===== config.mk =====
export PLATFORM = sky130hd
export DESIGN_NAME = plic_target_gateway_flat
export DESIGN_NICKNAME = d
export VERILOG_FILES = /design/src/rtl/plic_target_gateway_if.sv /design/src/rtl/plic_target_gateway.sv /design/src/flat_wrapper.sv
export SDC_FILE = /design/constraint.sdc
export NUM_CORES = 1
export LEC_CHECK = 0
export CAP_MARGIN = 0
export CORE_ASPECT_RATIO = 0.8
export CORE_MARGIN = 1.5
export CORE_UTILIZATION = 43
export CTS_CLUSTER_DIAMETER = 120
export CTS_CLUSTER_SIZE = 12
export DETAILED_ROUTE_END_ITERATION = 8
export GPL_TIMING_DRIVEN = 0
export PLACE_DENSITY = 0.82
export SLEW_MARGIN = 20
export SYNTH_ARGS = -nofsm -noshare
export SYNTH_HDL_FRONTEND = slang
export SYNTH_SLANG_ARGS = --single-unit

===== constraint.sdc =====
create_clock -name i_clk -period 2.2 [get_ports i_clk]
set_input_delay 0.66 -clock i_clk [delete_from_list [all_inputs] [get_ports i_clk]]
set_output_delay 0.66 -clock i_clk [all_outputs]
set_load 0.005 [all_outputs]

===== src/rtl/plic_target_gateway_if.sv =====
// plic_target_gateway_if
//   Claim/complete transaction bus between the CSR/bus requester and the
//   per-target gateway.
//
//   Parameters:
//     M               index width ($clog2 of the number of sources)
//
//   Signals (direction given from the slave, i.e. gateway, side):
//     claim_req       in   single-cycle claim request pulse
//     claim_ack       out  claim response strobe (one cycle)
//     claim_valid     out  claim returned a source
//     claim_index     out  claimed source index (0 when claim_valid=0)
//     complete_req    in   single-cycle complete request pulse
//     complete_index  in   index being completed
//     complete_ack    out  complete response strobe (one cycle)
interface plic_target_gateway_if #(
    parameter int M = 2
) ();

    logic         claim_req;
    logic         claim_ack;
    logic         claim_valid;
    logic [M-1:0] claim_index;
    logic         complete_req;
    logic [M-1:0] complete_index;
    logic         complete_ack;

    modport master (
        output claim_req,
        output complete_req,
        output complete_index,
        input  claim_ack,
        input  claim_valid,
        input  claim_index,
        input  complete_ack
    );

    modport slave (
        input  claim_req,
        input  complete_req,
        input  complete_index,
        output claim_ack,
        output claim_valid,
        output claim_index,
        output complete_ack
    );

endinterface


===== src/rtl/plic_target_gateway.sv =====
// plic_target_gateway
//   Per-target interrupt gateway and claim/complete engine. Each source has
//   a small state machine (IDLE / PENDING / IN_SERVICE). Enabled pending
//   sources are presented to an external priority search tree, whose winner
//   is used to raise the hart external interrupt and to answer claims.
//
//   Parameters:
//     N  number of sources (power of 2, >= 2)
//     W  priority width (>= 1)
//     M  (local) index width, $clog2(N)
//
//   Ports:
//     i_clk            clock
//     i_rst            asynchronous active-high reset
//     i_irq[N]         level-sensitive source requests
//     i_enable[N]      per-source enable for this target
//     i_priorities     per-source priority, 0 = never interrupts
//     i_threshold      target threshold (strict greater-than compare)
//     o_pending[N]     enabled pending vector to the priority tree
//     i_best_index     tree winning index (combinational from o_pending)
//     i_best_valid     tree winner valid
//     o_eip            external interrupt pending to the hart
//     bus              claim/complete transaction bus (slave side)
module plic_target_gateway #(
    parameter  int N = 4,
    parameter  int W = 2,
    localparam int M = $clog2(N)
) (
    input  logic                  i_clk,
    input  logic                  i_rst,
    input  logic [N-1:0]          i_irq,
    input  logic [N-1:0]          i_enable,
    input  logic [W-1:0]          i_priorities [N-1:0],
    input  logic [W-1:0]          i_threshold,
    output logic [N-1:0]          o_pending,
    input  logic [M-1:0]          i_best_index,
    input  logic                  i_best_valid,
    output logic                  o_eip,
    plic_target_gateway_if.slave  bus
);

    if (N < 2 || (N & (N - 1)) != 0) begin : g_bad_n
        $error("plic_target_gateway: N must be a power of 2 and >= 2");
    end

    if (W < 1) begin : g_bad_w
        $error("plic_target_gateway: W must be >= 1");
    end

    typedef enum logic [1:0] {
        IDLE       = 2'd0,
        PENDING    = 2'd1,
        IN_SERVICE = 2'd2
    } src_state_t;

    src_state_t   state [N];
    logic [N-1:0] enable_q;
    logic         eligible;
    logic         claim_hit;

    // The tree winner is only worth interrupting for when it beats the
    // threshold; priority 0 can never beat any threshold.
    always_comb begin
        eligible  = i_best_valid && (i_priorities[i_best_index] > i_threshold);
        claim_hit = bus.claim_req && eligible;
    end

    // Built purely from flops so the tree sees a glitch-free, registered
    // vector with no combinational path from the request inputs.
    always_comb begin
        o_pending = '0;
        for (int unsigned k = 0; k < N; k++) begin
            o_pending[k] = (state[k] == PENDING) && enable_q[k];
        end
    end

    always_ff @(posedge i_clk or posedge i_rst) begin
        if (i_rst) begin
            for (int unsigned k = 0; k < N; k++) begin
                state[k] <= IDLE;
            end
            enable_q         <= '0;
            o_eip            <= 1'b0;
            bus.claim_ack    <= 1'b0;
            bus.claim_valid  <= 1'b0;
            bus.claim_index  <= '0;
            bus.complete_ack <= 1'b0;
        end else begin
            enable_q         <= i_enable;
            o_eip            <= eligible;
            bus.claim_ack    <= bus.claim_req;
            bus.claim_valid  <= claim_hit;
            bus.claim_index  <= claim_hit ? i_best_index : '0;
            bus.complete_ack <= bus.complete_req;

            // A claim only ever hits a PENDING source and a complete only
            // acts on an IN_SERVICE one, so both may be handled on the same
            // edge without conflicting on any single source.
            for (int unsigned k = 0; k < N; k++) begin
                case (state[k])
                    IDLE: begin
                        if (i_irq[k]) begin
                            state[k] <= PENDING;
                        end
                    end
                    PENDING: begin
                        if (claim_hit && (i_best_index == M'(k))) begin
                            state[k] <= IN_SERVICE;
                        end
                    end
                    IN_SERVICE: begin
                        if (bus.complete_req && (bus.complete_index == M'(k))) begin
                            state[k] <= IDLE;
                        end
                    end
                    default: begin
                        state[k] <= IDLE;
                    end
                endcase
            end
        end
    end

endmodule


===== src/flat_wrapper.sv =====
// flat-port wrapper written by rule: the top's interface ports become plain ports
module plic_target_gateway_flat 
#(
    parameter  int N = 4,
    parameter  int W = 2,
    localparam int M = $clog2(N)
)
  (i_clk, i_rst, i_irq, i_enable, i_priorities, i_threshold, o_pending, i_best_index, i_best_valid, o_eip, bus_claim_req, bus_complete_req, bus_complete_index, bus_claim_ack, bus_claim_valid, bus_claim_index, bus_complete_ack);
  plic_target_gateway_if #(.M((2))) bus_i ();
  input  logic i_clk;
  input  logic i_rst;
  input  logic [N-1:0] i_irq;
  input  logic [N-1:0] i_enable;
  input  logic [W-1:0] i_priorities[N-1:0];
  input  logic [W-1:0] i_threshold;
  output logic [N-1:0] o_pending;
  input  logic [M-1:0] i_best_index;
  input  logic i_best_valid;
  output logic o_eip;
  input wire logic [$bits(bus_i.claim_req)-1:0] bus_claim_req;
  input wire logic [$bits(bus_i.complete_req)-1:0] bus_complete_req;
  input wire logic [$bits(bus_i.complete_index)-1:0] bus_complete_index;
  output wire logic [$bits(bus_i.claim_ack)-1:0] bus_claim_ack;
  output wire logic [$bits(bus_i.claim_valid)-1:0] bus_claim_valid;
  output wire logic [$bits(bus_i.claim_index)-1:0] bus_claim_index;
  output wire logic [$bits(bus_i.complete_ack)-1:0] bus_complete_ack;
  assign bus_i.claim_req = bus_claim_req;
  assign bus_i.complete_req = bus_complete_req;
  assign bus_i.complete_index = bus_complete_index;
  assign bus_claim_ack = bus_i.claim_ack;
  assign bus_claim_valid = bus_i.claim_valid;
  assign bus_claim_index = bus_i.claim_index;
  assign bus_complete_ack = bus_i.complete_ack;
  plic_target_gateway #(.N(N), .W(W)) u_core (.i_clk(i_clk), .i_rst(i_rst), .i_irq(i_irq), .i_enable(i_enable), .i_priorities(i_priorities), .i_threshold(i_threshold), .o_pending(o_pending), .i_best_index(i_best_index), .i_best_valid(i_best_valid), .o_eip(o_eip), .bus(bus_i));
endmodule

==> metrics list, run 1 <==
- By startpoint and endpoint, the worst setup path is classified as in -> reg.
- In the final timing run, aggregate negative setup slack is 0 ns.
* Final weighted congestion of routability-driven global placement: 0.761
- Setup repair after global routing left no endpoint under its margin.
- The number of placed instances, taps included, is 121.
- Among all stages on the critical path, the largest delay is contributed by mux4_2.
- After detailed routing, the total wire length is 1.82 mm.
- Drt pass-1 iters: 2
* Slew at the pin closest to its max-slew limit: 0.661 ns
- TritonCTS built the clock tree.
- Combinational share of power: 25.0%
* Setup WS post-layout: 0.0506 ns
- Post-synthesis instance area: 821 sq um
* Post-synthesis sequential element count: 18
* Commonest register cell after synthesis: dfrtp_1
- Clock latency on the worst-skew pair, taken at its later pin, is 0.29 ns.
- The tree is rooted in a clkbuf_4.
* Max-slew violation count: 0
- In this run the critical register-to-register path is captured at u_core.state[0].
- After Yosys synthesis, full adders, half adders and majority gates account for 3.05% of the synthesized area.
- By area, the combinational part of the netlist is dominated by simple AND/OR/NAND/NOR gates.
* Proportion of power drawn by the clock network: 26.3%
- Number of global-route vias before repair: 663
- Together, buffers and inverters on the worst path number 2.
* Critical Path Source: i_best_index[0]
* Fillcell total: 126
- Area fraction in and, or, nand and nor cells after synthesis: 17.2%
- Switching share of power: 23.8%
- Clk pin slew, worst setup/hold paths: 0.10 ns
- The worst hold path belongs to the class reg -> reg.
* Stages on the worst setup path: 7
- Reg2reg path depth: 2
* Initial cell density of the core: 48.1%
* Post-Synthesis Net Count: 92
- Fin crit period: 2.15 ns
- Top Family by Delay on Critical Path: multiplexers
- Headroom to the max-slew limit came out at 55.9%.
- Post-synth EDFFs: 0
- For this run, the post-layout net count is 139.
- Non-filler cells in the finished layout: 131
* Routed via count divided by cell count: 5.20
* FMAX: 465 MHz
- For flop-to-flop paths, the worst setup slack is 1.30 ns.
* CTS H-Tree Depth: 1
* Clock tree buffer depth: 2
* Portion of total power attributed to sequential cells: 48.7%
* Number of violations reported at the end of detailed-routing iteration 0: 7
* Element type at the critical path end: flop
- Multiplexer share of the synthesized area: 5.49%
* Inserted Clock Buffers: 3
* Number of failing hold endpoints at the final stage: 0
- Crit path arrival time: 2.35 ns
- Cell Int Power: 0.000571 W
- Largest fanout of any net on the critical path: 7
* Pwr/cell area: 562 nW/um^2
- For this block, the via count after detailed routing is 681.
- Worst endpoint required time: 2.40 ns
- Number of antenna violations at the first check in global routing: 0
* Crit-path max cell delay: 0.54 ns
- Antenna diodes: 0
* Pin count of the biggest net entering global routing: 19
* Detail Route Antenna Nets: 0
- DIE WIDTH: 51.8 um
* Sequential-to-total area share from yosys stat: 54.9%
* Setup skew after layout: 0.00117 ns
* Hold Startpoint: u_core.state[3]
- The first global-routing pass estimated 2.93 mm of wire.
- The floorplan step defined a die boundary enclosing 2180 sq um.
* Proportion of synthesized flip-flops having asynchronous set or reset: 100%
- Cells after synthesis: 63
- Outcome: complete, no violations
* Number of setup violations in the final report: 0
- Synth warn: 0
* Power spent charging and discharging nets: 0.000178 W
* Number of remaining DRC errors: 0
- Cells with a size suffix above 1 make up 26.6% of the layout.
- Walking the worst path, the cells encountered are buf_4 > mux4_2 > ha_4 > nor2b_4 > o2111ai_4 > inv_4 > a311oi_2.
- In this run the static leakage power is 0.594 nW.
* Total of buffers placed on input and output ports: 36
- Post-Place Cell Area: 1220 sq um
- Setup WS pre-CTS: -0.820 ns
* Count of distinct cell types in the synthesized netlist: 25
* Critical path capture point: u_core.state[6]
- Clock sinks: 18
* FP Rows: 13
* Post-route standard cell area excluding fillers: 1330 sq um
- Layout Area Growth over Synthesis: 62.5%
- Boundary Pins: 37
* Startpoint of the worst-slack reg-to-reg timing path: u_core.state[0]
- Share of the clock period used by the worst path after layout: 97.7%
* Area taken by flip-flops and latches: 450 sq um
- Worst hold-check slack: 0.486 ns
* Compound-cell area share of the yosys netlist: 16.3%
- A synthesized cell averages 13.0 sq um.
* Total of max-cap violations: 0
* Die Y-Extent: 42.1 um
- In this run the standard cell core region covers 1710 sq um.
- Multi-input gate area in the final layout: 387 sq um
- Maximum resistive drop on vdd: 340 uV
* Sum of net half-perimeters after detailed placement: 1.37 mm
- After detailed routing, the average wire length per cell comes to 13.9 um.
* Xor and xnor fraction of the mapped netlist area: 0%
- Total global-route track usage: 18.7%
- Total congestion overflow after global routing: 0
- Critical Path Start Type: input port
-- cells in the mapped netlist, types with 2 or more instances --
cell | number | share of area, %
dfrtp_1 | 18 | 55
nor2_1 | 4 | 1.8
nand2_1 | 4 | 1.8
and3_1 | 2 | 1.5
and2_2 | 2 | 1.8
and3b_1 | 2 | 2.1
mux4_2 | 2 | 5.5
nor2b_1 | 2 | 1.5
inv_1 | 5 | 2.3
ha_1 | 2 | 3.0
o22ai_1 | 2 | 1.5
nand3b_1 | 3 | 2.7
a311oi_2 | 3 | 5.5
-- metrics by stage --
| step | power [W] | util (%) |
|---|---|---|
| 2_1_floorplan | 0.000440 | - |
| 3_3_place_gp | 0.000531 | 71.5 |
| 3_5_place_dp | 0.000536 | 71.5 |
| 4_1_cts | 0.000755 | 76.6 |
| 5_1_grt | 0.000793 | 78.1 |
| 6_report | 0.000749 | 78.1 |
-- final cells by class --
cell class | instances | area share [%]
flip-flops and latches | 18 | 33.8
repair buffers | 42 | 30.6
clock buffers | 4 | 2.72
inverters | 6 | 1.88
multi-input cells | 39 | 29.0
well taps | 22 | 2.06
-- worst register-to-register path: stages (launching register included) --
cell     delay [ns]
dfrtp_1        0.41
nand3_1        0.13
o221a_2        0.26
-- power groups by stage --
stage / combinational [W] / clock [W] / sequential [W]
global route: 0.000202 / 0.000224 / 0.000367
global placement: 0.000161 / 0 / 0.000369
CTS: 0.000183 / 0.000208 / 0.000365
detailed placement: 0.000165 / 0 / 0.000371
finish: 0.000187 / 0.000197 / 0.000365
floorplan: 0.0000711 / 0 / 0.000369
-- kinds of logic (layout without fill, tap and decap cells) --
logic type / Yosys count / count (layout)
AND/OR/NAND/NOR: 23 / 23
flip-flops: 18 / 18
AO/OA/AOI/OAI: 12 / 12
buffers and inverters: 6 / 52
adder cells (fa/ha/maj): 2 / 2
multiplexers: 2 / 2
-- cells in the final DEF, fill, tap and decap left out --
cell / instances
inv_4: 1
nand2_2: 1
mux4_2: 2
ha_4: 2
clkdlybuf4s15_1: 4
buf_4: 6
o22ai_2: 1
o22ai_1: 1
o211a_1: 1
and3_1: 2
nor2b_4: 1
nor3b_1: 1
a31oi_1: 1
o21ai_0: 1
clkdlybuf4s50_1: 26
nor2b_1: 2
inv_1: 4
dfrtp_1: 18
clkbuf_8: 1
o221a_2: 1
nand2_1: 3
dlygate4sd2_1: 1
dlymetal6s2s_1: 3
nor3_1: 1
nand3b_1: 3
and3b_1: 2
nand3_1: 1
inv_2: 1
o2111ai_4: 1
clkbuf_2: 1
clkbuf_4: 3
and2_4: 2
buf_6: 1
o31ai_2: 1
nor2_1: 4
a311oi_2: 3
a41o_1: 1
-- state kept, by name, indices dropped and copies added (netlist names) --
signal	cells
u_core.state	8
u_core.enable_q	4
u_core.bus.claim_index	2
u_core.bus.claim_ack	1
u_core.bus.claim_valid	1
u_core.bus.complete_ack	1
u_core.o_eip	1
-- worst min-delay path by stage --
stage / endpoint / slack [ns] / cells past startpoint
2_1_floorplan: u_core.state[6] / 0.42 / 1
6_report: u_core.state[2] / 0.49 / 1
4_1_cts: u_core.state[6] / 0.45 / 1
3_3_place_gp: u_core.state[6] / 0.42 / 1
3_5_place_dp: u_core.state[6] / 0.44 / 1
5_1_grt: u_core.state[2] / 0.52 / 1
-- metal layers --
| layer | track usage [%] | vias up | wire, um |
|---|---|---|---|
| met5 | 0 | - | 0 |
| met4 | 1.58 | 0 | 0 |
| met3 | 7.50 | 0 | 120 |
| met2 | 30.1 | 24 | 878 |
| met1 | 24.6 | 333 | 821 |
| li1 | - | 324 | - |
-- timing repair --
action / 4_1_cts / 5_1_grt
setup buffers: 4 / 2
hold endpoints to repair: 0 / 0
resized for setup: 20 / 11
endpoints found under the setup margin: 12 / 8
hold buffers: 0 / 0
pin swaps: 9 / 3
(Power assumes the default switching activity.)
==> inputs of run 2 (changes only) <==
--- a/config.mk
+++ b/config.mk
@@ -13,7 +13,8 @@
 export CTS_CLUSTER_SIZE = 12
 export DETAILED_ROUTE_END_ITERATION = 8
 export GPL_TIMING_DRIVEN = 0
-export PLACE_DENSITY = 0.82
+export MAX_ROUTING_LAYER = met4
+export PLACE_DENSITY = 0.84
 export SLEW_MARGIN = 20
 export SYNTH_ARGS = -nofsm -noshare
 export SYNTH_HDL_FRONTEND = slang
==> metrics list, run 2 (synthesis gave the netlist of run 1 again) <==
- The number of global-route vias before repair came to 732.
- Cell with the biggest individual delay on the critical path: mux4_2
* Number of remaining DRC errors: 0
- The routed layout has 708 vias.
- The worst path uses 96.5% of the clock period.
* Inserted Clock Buffers: 3
- The number of cells on the worst reg-to-reg path is 3.
- Of the total power, the clock network draws 27.1%.
* Hold Crit Class: reg -> reg
* DIE AREA: 2180 sq um
- The final number of max-transition violations is 0.
- FP Rows: 13
- After global routing the overflow that remains totals 0.
* Most frequent cells in the layout: clkdlybuf4s50_1, dfrtp_1
- The critical path runs through a total of 7 cells.
- The first global-routing pass estimated 3.37 mm of wire.
- The number of antenna violations at the first check in global routing is 0.
* Maximum resistive drop on vdd: 447 uV
* Clk Latency, worst-skew pair: 0.30 ns
* Power spent charging and discharging nets: 0.000187 W
- Ranked by flip-flop count, first place goes to u_core.state.
- Leaving out fill and tap cells, the most frequent cell in the layout is clkdlybuf4s50_1.
- Final weighted congestion of routability-driven global placement: 0.814
* Crit path arrival time: 2.33 ns
- The register with the most flip-flops in the layout has 8 of them.
- Setup skew after layout: 0.00395 ns
- Die Y-Extent: 42.1 um
* DR WL/cell: 15.5 um
- The count of nets left with antenna violations once routing finished came out at 0.
- For this block, the routed nets add up to 2.01 mm of wire.
- Detailed placement finished with a half-perimeter wire length of 1.50 mm.
- In the routed layout, each cell is associated on average with a via count of 5.45.
- Counting tap cells, the placed design contains a total of 121 instances.
- Number of failing hold endpoints at the final stage: 0
- Setup violations remaining at the end of the flow were counted as 0.
* Setup WS post-layout: 0.0774 ns
* Top Registers: u_core.state (8), u_core.enable_q (4), u_core.bus.claim_index (2)
* Portion of total power attributed to sequential cells: 48.3%
- Layout Area Growth over Synthesis: 59.0%
- Across every metal layer, demand over resource in global routing totals 21.8%.
- Fin crit period: 2.12 ns
* Worst hold-check slack: 0.451 ns
- CTS H-Tree Depth: 1
* Initial cell density of the core: 48.1%
- The critical path contains buffers and inverters numbering 2 combined.
- The first routing iteration left 12 violations.
* Total of max-cap violations: 0
- DIE WIDTH: 51.8 um
* Largest fanout of any net on the critical path: 7
* Overall power after layout: 0.000756 W
- Core box area: 1710 sq um
* Worst-path cell chain: clkdlybuf4s15_1 > mux4_2 > ha_4 > nor2b_4 > o2111ai_4 > inv_4 > a311oi_2
- Element type at the critical path end: flop
- Measured against its own limit, the worst slew margin works out to 55.9%.
- FMAX: 471 MHz
* Share of cells above drive strength 1: 24.1%
* Clk pin slew, worst setup/hold paths: 0.10 ns
- Top Family by Delay on Critical Path: compound AO/OA/AOI/OAI gates
- In this run the power density over the cells is 579 nW/um^2.
- The count of buffers added on input and output ports is 36.
* Final core area utilization: 76.4%
- The clock passes through at most 2 buffers.
* Antenna diodes: 0
* Non-filler cells in the finished layout: 130
* Setup repair after global routing missed its margin: false
- Timing analysis after detailed placement gives a worst setup slack of -0.826 ns.
- Worst Hold Depth: 1
- Cell Int Power: 0.000569 W
- Slack of the worst reg-to-reg path: 1.32 ns
* Worst endpoint required time: 2.41 ns
* Critical Path Start Type: input port
* Slew at the pin closest to its max-slew limit: 0.661 ns
* Leakage power figure: 0.563 nW
* Drt pass-1 iters: 4
- Counting every sink on the clock net gives 18.
- Quantity of hold-fixing buffers added after cts: 0
- At the end of the flow, the number of nets in the layout was 138.
- Boundary Pins: 37
* Outcome: complete, no violations
- Entering global routing, the biggest net connects 19 pins.
* Switching share of power: 24.7%
* Clock Tree Root: clkbuf_4
* CTS tree: built
- Combinational share of power: 24.6%
* Crit-path max cell delay: 0.50 ns
* CP Class: in -> reg
==> run 2: final timing paths <==
kind / from / to
setup reg to reg: u_core.state[7] / u_core.state[7]
setup / recovery: i_priorities[7] / u_core.state[6]
hold / removal: u_core.state[7] / u_core.state[6]
min in group asynchronous: i_rst / u_core.enable_q[2]
max in group asynchronous: i_rst / u_core.state[2]
hold reg to reg: u_core.state[7] / u_core.state[6]
==> run 2: cell type report <==
class	instances	area [sq um]
clock buffer	4	36.3
timing repair buffer	41	393
tap	22	27.5
sequential	18	450
multi-input combinational	39	373
inverter	6	25.0
fill	127	403
==> run 2: power by group through the flow <==
| stage | registers [W] | logic [W] | clock network [W] |
|---|---|---|---|
| 6_report | 0.000365 | 0.000186 | 0.000205 |
| 5_1_grt | 0.000367 | 0.000201 | 0.000225 |
| 4_1_cts | 0.000365 | 0.000180 | 0.000208 |
| 3_5_place_dp | 0.000371 | 0.000166 | 0 |
| 3_3_place_gp | 0.000369 | 0.000161 | 0 |
| 2_1_floorplan | 0.000369 | 0.0000711 | 0 |
==> run 2: repair_timing <==
| item | 4_1_cts | 5_1_grt |
|---|---|---|
| pin swaps | 7 | 4 |
| setup endpoints to repair | 12 | 9 |
| gates resized for setup | 23 | 4 |
| setup buffers | 4 | 1 |
==> run 2: stage by stage <==
stage,area (sq um),setup TNS [ns]
floorplan,833,0
global placement,1220,-8.42
detailed placement,1220,-8.69
CTS,1300,0
global route,1310,0
finish,1310,0
==> run 2: metal layers <==
layer / up-vias / global-route usage [%] / part of all wire [%] / wire [um]
li1: 326 / - / - / -
met1: 354 / 28.3 / 45 / 897
met2: 28 / 34.7 / 50 / 1000
met3: 0 / 6.43 / 5.3 / 107
met4: 0 / 3.16 / 0 / 0
met5: - / - / 0 / 0
==> run 2: worst reg2reg max path, delay by kind of cell (launching register included) <==
| family | cells | cell delay, ns |
|---|---|---|
| buffers and inverters | 1 | 0.10 |
| AO/OA/AOI/OAI | 1 | 0.21 |
| flip-flops | 1 | 0.40 |
| AND/OR/NAND/NOR | 1 | 0.07 |
==> inputs of run 3 (changes only) <==
--- a/config.mk
+++ b/config.mk
@@ -8,13 +8,14 @@
 export CAP_MARGIN = 0
 export CORE_ASPECT_RATIO = 0.8
 export CORE_MARGIN = 1.5
-export CORE_UTILIZATION = 43
+export CORE_UTILIZATION = 35
 export CTS_CLUSTER_DIAMETER = 120
 export CTS_CLUSTER_SIZE = 12
 export DETAILED_ROUTE_END_ITERATION = 8
+export DONT_BUFFER_PORTS = 1
 export GPL_TIMING_DRIVEN = 0
 export MAX_ROUTING_LAYER = met4
-export PLACE_DENSITY = 0.84
+export PLACE_DENSITY = 0.51
 export SLEW_MARGIN = 20
 export SYNTH_ARGS = -nofsm -noshare
 export SYNTH_HDL_FRONTEND = slang
==> metrics list, run 3 (synthesis gave the netlist of run 1 again) <==
- Outcome: complete, no violations
* Fin crit period: 1.96 ns
- Layer with the highest usage: met2
- Pin count of the biggest net entering global routing: 19
* Antenna diodes: 0
- Crit path arrival time: 2.16 ns
* Maximum resistive drop on vdd: 403 uV
- DIE WIDTH: 57.1 um
* Largest fanout of any net on the critical path: 7
* Number of antenna violations at the first check in global routing: 0
- STA classifies the critical path startpoint as an input port.
- More flip-flops sit in one register than any other, and that register is u_core.state.
* Total global-route track usage: 12.8%
* NumNets Final: 97
* CTS tree: built
* Share of the clock period used by the worst path after layout: 89.2%
- In this run, post-CTS hold repair placed 0 buffers.
- Worst-path cell chain: mux4_2 > ha_4 > nor2b_4 > o2111ai_4 > inv_4 > a311oi_2
- Pwr/cell area: 721 nW/um^2
- Overall power after layout: 0.000650 W
- Post-cts gate resize count: 0
* Setup repair bufs after CTS: 0
- Crit-path max cell delay: 0.51 ns
- After detailed routing, the total wire length is 1.41 mm.
* DR WL/cell: 15.3 um
- Setup repair after global routing left no endpoint under its margin.
* Number of setup violations in the final report: 0
- Normalized max-slew margin: 55.8%
- The clock reaches the later pin of the worst-skew pair after 0.30 ns.
* Top Family by Delay on Critical Path: compound AO/OA/AOI/OAI gates
- Drt pass-1 iters: 2
- The number of global-route vias before repair was 510.
* Total congestion overflow after global routing: 0
* FP Rows: 15
* CP Class: in -> reg
- DIE AREA: 2650 sq um
* Global routing usage on met3: 7.02%
* Die Y-Extent: 46.3 um
- 37 I/O pins were placed.
- Setup skew after layout: 0.00950 ns
- Summed over all cells, the static leakage comes to 0.388 nW.
* Max-slew violation count: 0
- Setup WS post-layout: 0.238 ns
- Final weighted congestion of routability-driven global placement: 0.648
* Total buffers and inverters traversed by the critical path: 1
- STA classifies the critical path endpoint as a flop.
- Clk pin slew, worst setup/hold paths: 0.11 ns
* Total of max-cap violations: 0
* Top Registers: u_core.state (8), u_core.enable_q (4), u_core.bus.claim_index (2)
* Clock tree buffer depth: 2
* FMAX: 510 MHz
* Most common cell after layout, fill and taps aside: dfrtp_1
- The count of final hold-check violations came to 0.
* Number of violations reported at the end of detailed-routing iteration 0: 3
- The area growth from synthesis to layout is 9.76%.
* Detail Route Antenna Nets: 0
- Total of buffers placed on input and output ports: 0
- The register with the most flip-flops in the layout has 8 of them.
- Fillcell total: 216
- Routed via count divided by cell count: 5.47
* Slew at the pin closest to its max-slew limit: 0.663 ns
- Total number of vias: 503
- OpenSTA, run right after detailed placement, puts the worst setup slack at -0.103 ns.
- Inserted Clock Buffers: 3
* Met2 track demand over resource in global routing: 18.9%
- Most frequent cells in the layout: dfrtp_1, inv_1, nand2_1, nor2_1
- Global-route wire length before repair: 2.35 mm
- The tightest hold path in the finished design has a slack of 0.332 ns.
- Hold Crit Class: in -> async
- Share of cells above drive strength 1: 23.9%
* Worst endpoint required time: 2.40 ns
* Global routing usage on met1: 15.7%
* Cell with the biggest individual delay on the critical path: mux4_2
- CTS H-Tree Depth: 1
- Clock sinks: 18
- Clock Tree Root: clkbuf_4
- Number of remaining DRC errors: 0
- Initial cell density of the core: 37.7%
* Core box area: 2180 sq um
## run 3: cell types whose count changed in the layout (fill, tap and decap cells not counted), moves of 2 or more
cell / change
buf_4: -4
buf_6: -2
clkdlybuf4s15_1: -4
clkdlybuf4s50_1: -26
dlygate4sd2_1: -4
## run 3: final timing paths
check	startpoint	endpoint	slack [ns]	cells after the start
setup / recovery	i_best_index[0]	u_core.state[2]	0.24	6
hold / removal	i_rst	u_core.bus.claim_index[1]	0.33	1
setup reg to reg	u_core.state[0]	u_core.state[0]	1.35	2
hold reg to reg	u_core.state[7]	u_core.state[6]	0.46	1
max in group asynchronous	i_rst	u_core.enable_q[2]	1.44	1
min in group i_clk	i_enable[0]	u_core.enable_q[0]	0.38	0
## run 3: power by group
part	total, W	switching, W	internal, W
combinational	0.0000802	0.0000391	0.0000411
sequential	0.000366	0.0000153	0.000350
clock	0.000204	0.000103	0.000101
## run 3: routing by layer
layer  wire length, um  up-vias
met4                 0        0
met1               645      241
met2               646       20
li1                  -      242
met5                 0        -
met3               117        0
## run 3: final cells by class
cell class	count	area [sq um]	share of cell area (%)
inverter	6	25.0	2.78
clock buffer	4	36.3	4.03
multi-input combinational	39	358	39.7
tap	25	31.3	3.47
sequential	18	450	50.0
## run 3: worst reg2reg max path: stages (launching register included)
cell     delay (ns)
dfrtp_1        0.41
nand3_1        0.11
o221a_2        0.24
## run 3: metrics by stage
stage / cells / area, sq um / setup TNS [ns] / utilization [%]
2_1_floorplan: 63 / 833 / 0 / -
3_3_place_gp: 88 / 865 / -0.449 / 39.7
3_5_place_dp: 88 / 865 / -0.512 / 39.7
4_1_cts: 92 / 901 / 0 / 41.4
5_1_grt: 92 / 901 / 0 / 41.4
6_report: 92 / 901 / 0 / 41.4
